==> config.mk <==
export PLATFORM = sky130hd
export DESIGN_NAME = uart_rx
export DESIGN_NICKNAME = d
export VERILOG_FILES = /design/src/rtl/uart_rx.sv
export SDC_FILE = /design/constraint.sdc
export NUM_CORES = 1
export LEC_CHECK = 0
export CELL_PAD_IN_SITES_DETAIL_PLACEMENT = 1
export CELL_PAD_IN_SITES_GLOBAL_PLACEMENT = 1
export CORE_UTILIZATION = 47
export CTS_BUF_LIST = sky130_fd_sc_hd__clkbuf_4
export CTS_CLUSTER_SIZE = 28
export DETAILED_ROUTE_END_ITERATION = 8
export PLACE_DENSITY_LB_ADDON = 0.12
export SETUP_SLACK_MARGIN = 0.5
export SKIP_CTS_REPAIR_TIMING = 1
export SLEW_MARGIN = 40
export SYNTH_ARGS = -nofsm -noshare
export SYNTH_HDL_FRONTEND = slang
export SYNTH_SLANG_ARGS = --single-unit
==> constraint.sdc <==
create_clock -name clk -period 2.6 [get_ports clk]
set_clock_uncertainty 0.2 [all_clocks]
set_input_delay 0.26 -clock clk [delete_from_list [all_inputs] [get_ports clk]]
set_output_delay 0.26 -clock clk [all_outputs]
set_load 0.01 [all_outputs]
==> src/rtl/uart_rx.sv <==
// uart_rx: oversampled asynchronous serial receiver (start, DATA_BITS data
// bits LSB first, optional parity, one stop bit). Each completed frame is
// reported with a one-cycle rx_valid strobe plus frame/parity error flags.
// Optional feature macro: UART_RX_PARITY_EN (adds a parity bit after the data
// and drives parity_err; without it parity_err is constant 0).
//
// state  | meaning
// -------+-----------------------------------------------------------------
// IDLE   | line idle, waiting for a tick that sees rx_s low
// START  | counting to the middle of the start bit to reject glitches
// DATA   | sampling data bits at mid-bit, LSB first
// PARITY | sampling the parity bit (UART_RX_PARITY_EN only)
// STOP   | sampling the stop bit and publishing the frame
// BREAK  | stop bit was low; wait for the line to return high
module uart_rx #(
  parameter int DATA_BITS  = 8,
  parameter int OVERSAMPLE = 16,
  parameter bit PARITY_ODD = 1'b0
) (
  input  logic                 clk,
  input  logic                 rst,
  input  logic                 rx_tick,
  input  logic                 rx,
  output logic [DATA_BITS-1:0] rx_data,
  output logic                 rx_valid,
  output logic                 frame_err,
  output logic                 parity_err,
  output logic                 busy
);

  localparam int TW = $clog2(OVERSAMPLE);
  localparam int BW = $clog2(DATA_BITS);
  localparam logic [TW-1:0] TC_HALF = TW'(OVERSAMPLE / 2 - 1);
  localparam logic [TW-1:0] TC_FULL = TW'(OVERSAMPLE - 1);
  localparam logic [BW-1:0] BC_LAST = BW'(DATA_BITS - 1);

  typedef enum logic [2:0] {
    S_IDLE,
    S_START,
    S_DATA,
`ifdef UART_RX_PARITY_EN
    S_PARITY,
`endif
    S_STOP,
    S_BREAK
  } state_t;

  state_t               state_q, state_d;
  logic [TW-1:0]        tick_cnt_q, tick_cnt_d;
  logic [BW-1:0]        bit_cnt_q, bit_cnt_d;
  logic [DATA_BITS-1:0] shift_q, shift_d;
  logic [DATA_BITS-1:0] rx_data_q, rx_data_d;
  logic                 rx_valid_q, rx_valid_d;
  logic                 frame_err_q, frame_err_d;
  logic                 rx_meta_q, rx_s_q;
`ifdef UART_RX_PARITY_EN
  logic                 par_bit_q, par_bit_d;
  logic                 parity_err_q, parity_err_d;
`else
  logic                 unused_parity_odd;
  assign unused_parity_odd = PARITY_ODD;
`endif

  // Two-flop synchronizer for the asynchronous line; idles high after reset.
  always_ff @(posedge clk) begin
    if (rst) begin
      rx_meta_q <= 1'b1;
      rx_s_q    <= 1'b1;
    end else begin
      rx_meta_q <= rx;
      rx_s_q    <= rx_meta_q;
    end
  end

  // State, counters, shift register and published outputs.
  always_ff @(posedge clk) begin
    if (rst) begin
      state_q      <= S_IDLE;
      tick_cnt_q   <= '0;
      bit_cnt_q    <= '0;
      shift_q      <= '0;
      rx_data_q    <= '0;
      rx_valid_q   <= 1'b0;
      frame_err_q  <= 1'b0;
`ifdef UART_RX_PARITY_EN
      par_bit_q    <= 1'b0;
      parity_err_q <= 1'b0;
`endif
    end else begin
      state_q      <= state_d;
      tick_cnt_q   <= tick_cnt_d;
      bit_cnt_q    <= bit_cnt_d;
      shift_q      <= shift_d;
      rx_data_q    <= rx_data_d;
      rx_valid_q   <= rx_valid_d;
      frame_err_q  <= frame_err_d;
`ifdef UART_RX_PARITY_EN
      par_bit_q    <= par_bit_d;
      parity_err_q <= parity_err_d;
`endif
    end
  end

  // Next-state logic; nothing advances unless rx_tick is high.
  always_comb begin
    state_d      = state_q;
    tick_cnt_d   = tick_cnt_q;
    bit_cnt_d    = bit_cnt_q;
    shift_d      = shift_q;
    rx_data_d    = rx_data_q;
    rx_valid_d   = 1'b0;
    frame_err_d  = frame_err_q;
`ifdef UART_RX_PARITY_EN
    par_bit_d    = par_bit_q;
    parity_err_d = parity_err_q;
`endif
    if (rx_tick) begin
      case (state_q)
        S_IDLE: begin
          if (!rx_s_q) begin
            state_d    = S_START;
            tick_cnt_d = '0;
          end
        end
        S_START: begin
          if (tick_cnt_q == TC_HALF) begin
            tick_cnt_d = '0;
            bit_cnt_d  = '0;
            // A line that is high again at mid start bit was only a glitch.
            state_d    = rx_s_q ? S_IDLE : S_DATA;
          end else begin
            tick_cnt_d = tick_cnt_q + 1'b1;
          end
        end
        S_DATA: begin
          if (tick_cnt_q == TC_FULL) begin
            tick_cnt_d = '0;
            shift_d    = {rx_s_q, shift_q[DATA_BITS-1:1]};
            if (bit_cnt_q == BC_LAST) begin
`ifdef UART_RX_PARITY_EN
              state_d = S_PARITY;
`else
              state_d = S_STOP;
`endif
            end else begin
              bit_cnt_d = bit_cnt_q + 1'b1;
            end
          end else begin
            tick_cnt_d = tick_cnt_q + 1'b1;
          end
        end
`ifdef UART_RX_PARITY_EN
        S_PARITY: begin
          if (tick_cnt_q == TC_FULL) begin
            tick_cnt_d = '0;
            par_bit_d  = rx_s_q;
            state_d    = S_STOP;
          end else begin
            tick_cnt_d = tick_cnt_q + 1'b1;
          end
        end
`endif
        S_STOP: begin
          if (tick_cnt_q == TC_FULL) begin
            tick_cnt_d   = '0;
            rx_valid_d   = 1'b1;
            rx_data_d    = shift_q;
            frame_err_d  = ~rx_s_q;
`ifdef UART_RX_PARITY_EN
            parity_err_d = ((^shift_q) ^ par_bit_q) != PARITY_ODD;
`endif
            // Leaving at mid stop bit gives half a bit of margin for a
            // back-to-back start; a low stop bit parks in BREAK instead.
            state_d      = rx_s_q ? S_IDLE : S_BREAK;
          end else begin
            tick_cnt_d = tick_cnt_q + 1'b1;
          end
        end
        S_BREAK: begin
          if (rx_s_q) state_d = S_IDLE;
        end
        default: state_d = S_IDLE;
      endcase
    end
  end

  assign rx_data   = rx_data_q;
  assign rx_valid  = rx_valid_q;
  assign frame_err = frame_err_q;
  assign busy      = (state_q != S_IDLE);
`ifdef UART_RX_PARITY_EN
  assign parity_err = parity_err_q;
`else
  assign parity_err = 1'b0;
`endif

endmodule

==> metrics.md <==
| Metric | Value |
|---|---|
| Status | `completed` |
| Synth Instances | `approximately 140` |
| Syn. warnings | `0` |
| GPL Wtd Cong | `just under 0.8` |
| Crit. End Element | `output pin` |
| Slew @ Worst Pin | `0.7125 ns` |
| Worst R2R Start | `tick_cnt_q[0]` |
| Num ports | `16` |
| Top_reg_cell synth | `dfxtp_1` |
| Pin count of the biggest net entering global routing | `22` |
| Vias in the first global route | `~1000` |
| Worst setup path start | `state_q[2]` |
| Total power per unit cell area | `598.7 nW/µm²` |
| Clock power frac | `0.484` |
| Crit-path slowest cell | `clkdlybuf4s50_1` |
| Gr usage total | `0.2072` |
| Worst Hold Class | `reg2reg` |
| Fin cells | `around 190` |
| Critical Path RT | `around 2.1 ns` |
| Filler cells | `approximately 300` |
| Max-cap violations | `0` |
| Internal power | `~0.77 mW` |
| CTS tree | `built` |
| H-tree Lvls | `2` |
| PnR worst setup slack | `approximately 0.52 ns` |
| RSZ-0062 raised after global routing | `yes` |
| Psw | `roughly 0.19 mW` |
| Via count | `between 1000 and 1500` |
| Pins Over Slew Limit | `0` |
| Fin. Hold Viols | `0` |
| Worst-Skew Late Latency | `around 0.33 ns` |
| Pleak | `approximately 0.72 nW` |
| Final Util | `0.5863` |
| Tmin final | `2.077 ns` |
| Worst EP arrival | `around 1.6 ns` |
| Peak supply drop | `between 500 and 600 µV` |
| Cells after DPL | `roughly 180` |
| Global-route wire length before repair | `4878 µm` |
| Post-layout power | `roughly 0.96 mW` |
| Critical path peak fanout | `10` |
| WP buf/inv | `1` |
| Syn Nets | `approximately 150` |
| Combinational share of power | `0.032` |
| Sequential share of power | `0.484` |
| Switch share | `0.1974` |
| Die area | `just over 3000 µm²` |
| Residual DRC count | `0` |
| Number of synthesized register bits | `30` |
| Hold Crit Start | `rx_meta_q` |
| Fmax | `481.5 MHz` |
| Final period util | `0.7987` |
| Seq/Total Area, Yosys | `0.4473` |
| Row count | `19` |
| Setup TNS Final | `0 ns` |
| Final WL | `between 2000 and 3000 µm` |
| Detailed placement HPWL | `between 1500 and 2000 µm` |
| Avg Inst Size Synth | `9.454 µm²` |
| Crit path max-delay family | `buffers and inverters` |
| Most common cell after layout, fill and taps aside | `dfxtp_1` |
| Clock transition at path regs | `approximately 0.10 ns` |
| Crit Path Class | `reg2out` |
| Initial DRC Count | `16` |
| Share of flip-flops with an asynchronous set or reset | `0` |
| Port bufs | `14` |
| Layout cells sized above 1 | `0.1329` |
| Antenna violations before repair | `0` |
| Commonest cells after routing, fill and taps aside | `dfxtp_1 (28), nand2_1 (25), mux2i_1 (20)` |
| Setup violations, final | `0` |
| Die Ht | `between 50 and 60 µm` |
| DRT Pass-1 Iters | `3` |
| Core area | `2734 µm²` |
| Cell Chain, Critical Path | `or3_1, clkdlybuf4s50_1` |
| Final #Nets | `164` |
| Avg WL per Cell | `15.69 µm` |
| Slew HR | `0.5244` |
| Clock sinks | `30` |
| Final ANT Viol Nets | `0` |
| Deepest clock path buffer count | `2` |
| Worst slack, placed | `~0.46 ns` |
| Num CTS Buffers | `5` |
| DR vias/cell | `around 5.5` |
| Area Overhead vs Synth | `19.39%` |
| Mapped Area | `approximately 1300 µm²` |
| Worst path max stage delay | `roughly 0.48 ns` |
| Yosys cell types | `36` |
| Number of flops mapped to enable cells by yosys | `0` |
| CP Launch Type | `register` |
| Root Buffer | `clkbuf_4` |
| Grt ovf | `0` |
| Die width | `around 55 µm` |
| Antenna diodes | `0` |
| Initial Util | `0.4911` |
==> registers in the layout, indices dropped and copies added (netlist names) <==
| register | flops |
|---|---|
| rx_meta_q | 1 |
| frame_err | 1 |
| shift_q | 8 |
| state_q | 3 |
| rx_s_q | 1 |
| tick_cnt_q | 4 |
| rx_valid | 1 |
| rx_data | 8 |
| bit_cnt_q | 3 |
==> synthesized netlist by cell type, drive strengths merged (4+ instances only) <==
cell | count | area share
o21ai | 8 | 0.030
dfxtp | 30 | 0.45
nand2 | 25 | 0.070
nand3 | 4 | 0.015
mux2i | 20 | 0.15
buf | 7 | 0.033
a21oi | 4 | 0.015
==> final timing paths <==
check          endpoint  cells after the start  slack [ns]
min              rx_s_q                      1        0.22
min reg2reg      rx_s_q                      1        0.22
max reg2reg  state_q[2]                      5        0.64
max                busy                      2        0.52
==> power by group through the flow <==
stage | combinational [mW] | sequential [mW] | clock (mW)
final | 0.0308 | 0.465 | 0.464
after CTS | 0.0310 | 0.465 | 0.473
after floorplan | 0.0194 | 0.473 | 0
after detailed placement | 0.0307 | 0.475 | 0
after global routing | 0.0336 | 0.466 | 0.495
after global placement | 0.0298 | 0.475 | 0
==> logic make-up after synthesis <==
kind of cell,after synthesis,share of synthesized area
xor gates and xnor gates,2,0.01305
AOI/OAI and AO/OA,20,0.09693
DFF,30,0.4473
adders and majority gates,3,0.02796
and+or+nand+nor,52,0.2050
muxes,21,0.1575
buffers and inverters,13,0.04939
other,1,0.002793
==> layer usage <==
layer,routed length [µm],global-route usage,vias up
met5,0,0,-
li1,-,-,526
met2,1409,0.3356,13
met3,77,0.05152,5
met4,48,0.08571,0
met1,1430,0.2630,504
==> area by class of cell <==
cell class	instances	area (µm²)	area share
multi-input combinational	99	678.2	0.4231
sequential	30	603.1	0.3763
timing repair buffer	18	170.2	0.1062
clock inverter	3	63.81	0.03981
tap	31	38.79	0.02420
clock buffer	5	37.54	0.02342
inverter	3	11.26	0.007026
==> through the flow <==
stage	area, µm²	hold WS, ns
final	1603	0.2160
after global routing	1603	0.2567
after CTS	1598	0.2180
after detailed placement	1496	0.1967
after global placement	1496	0.1915
after floorplan	1343	0.1638
Note: power is estimated with default switching activity, not from simulation.
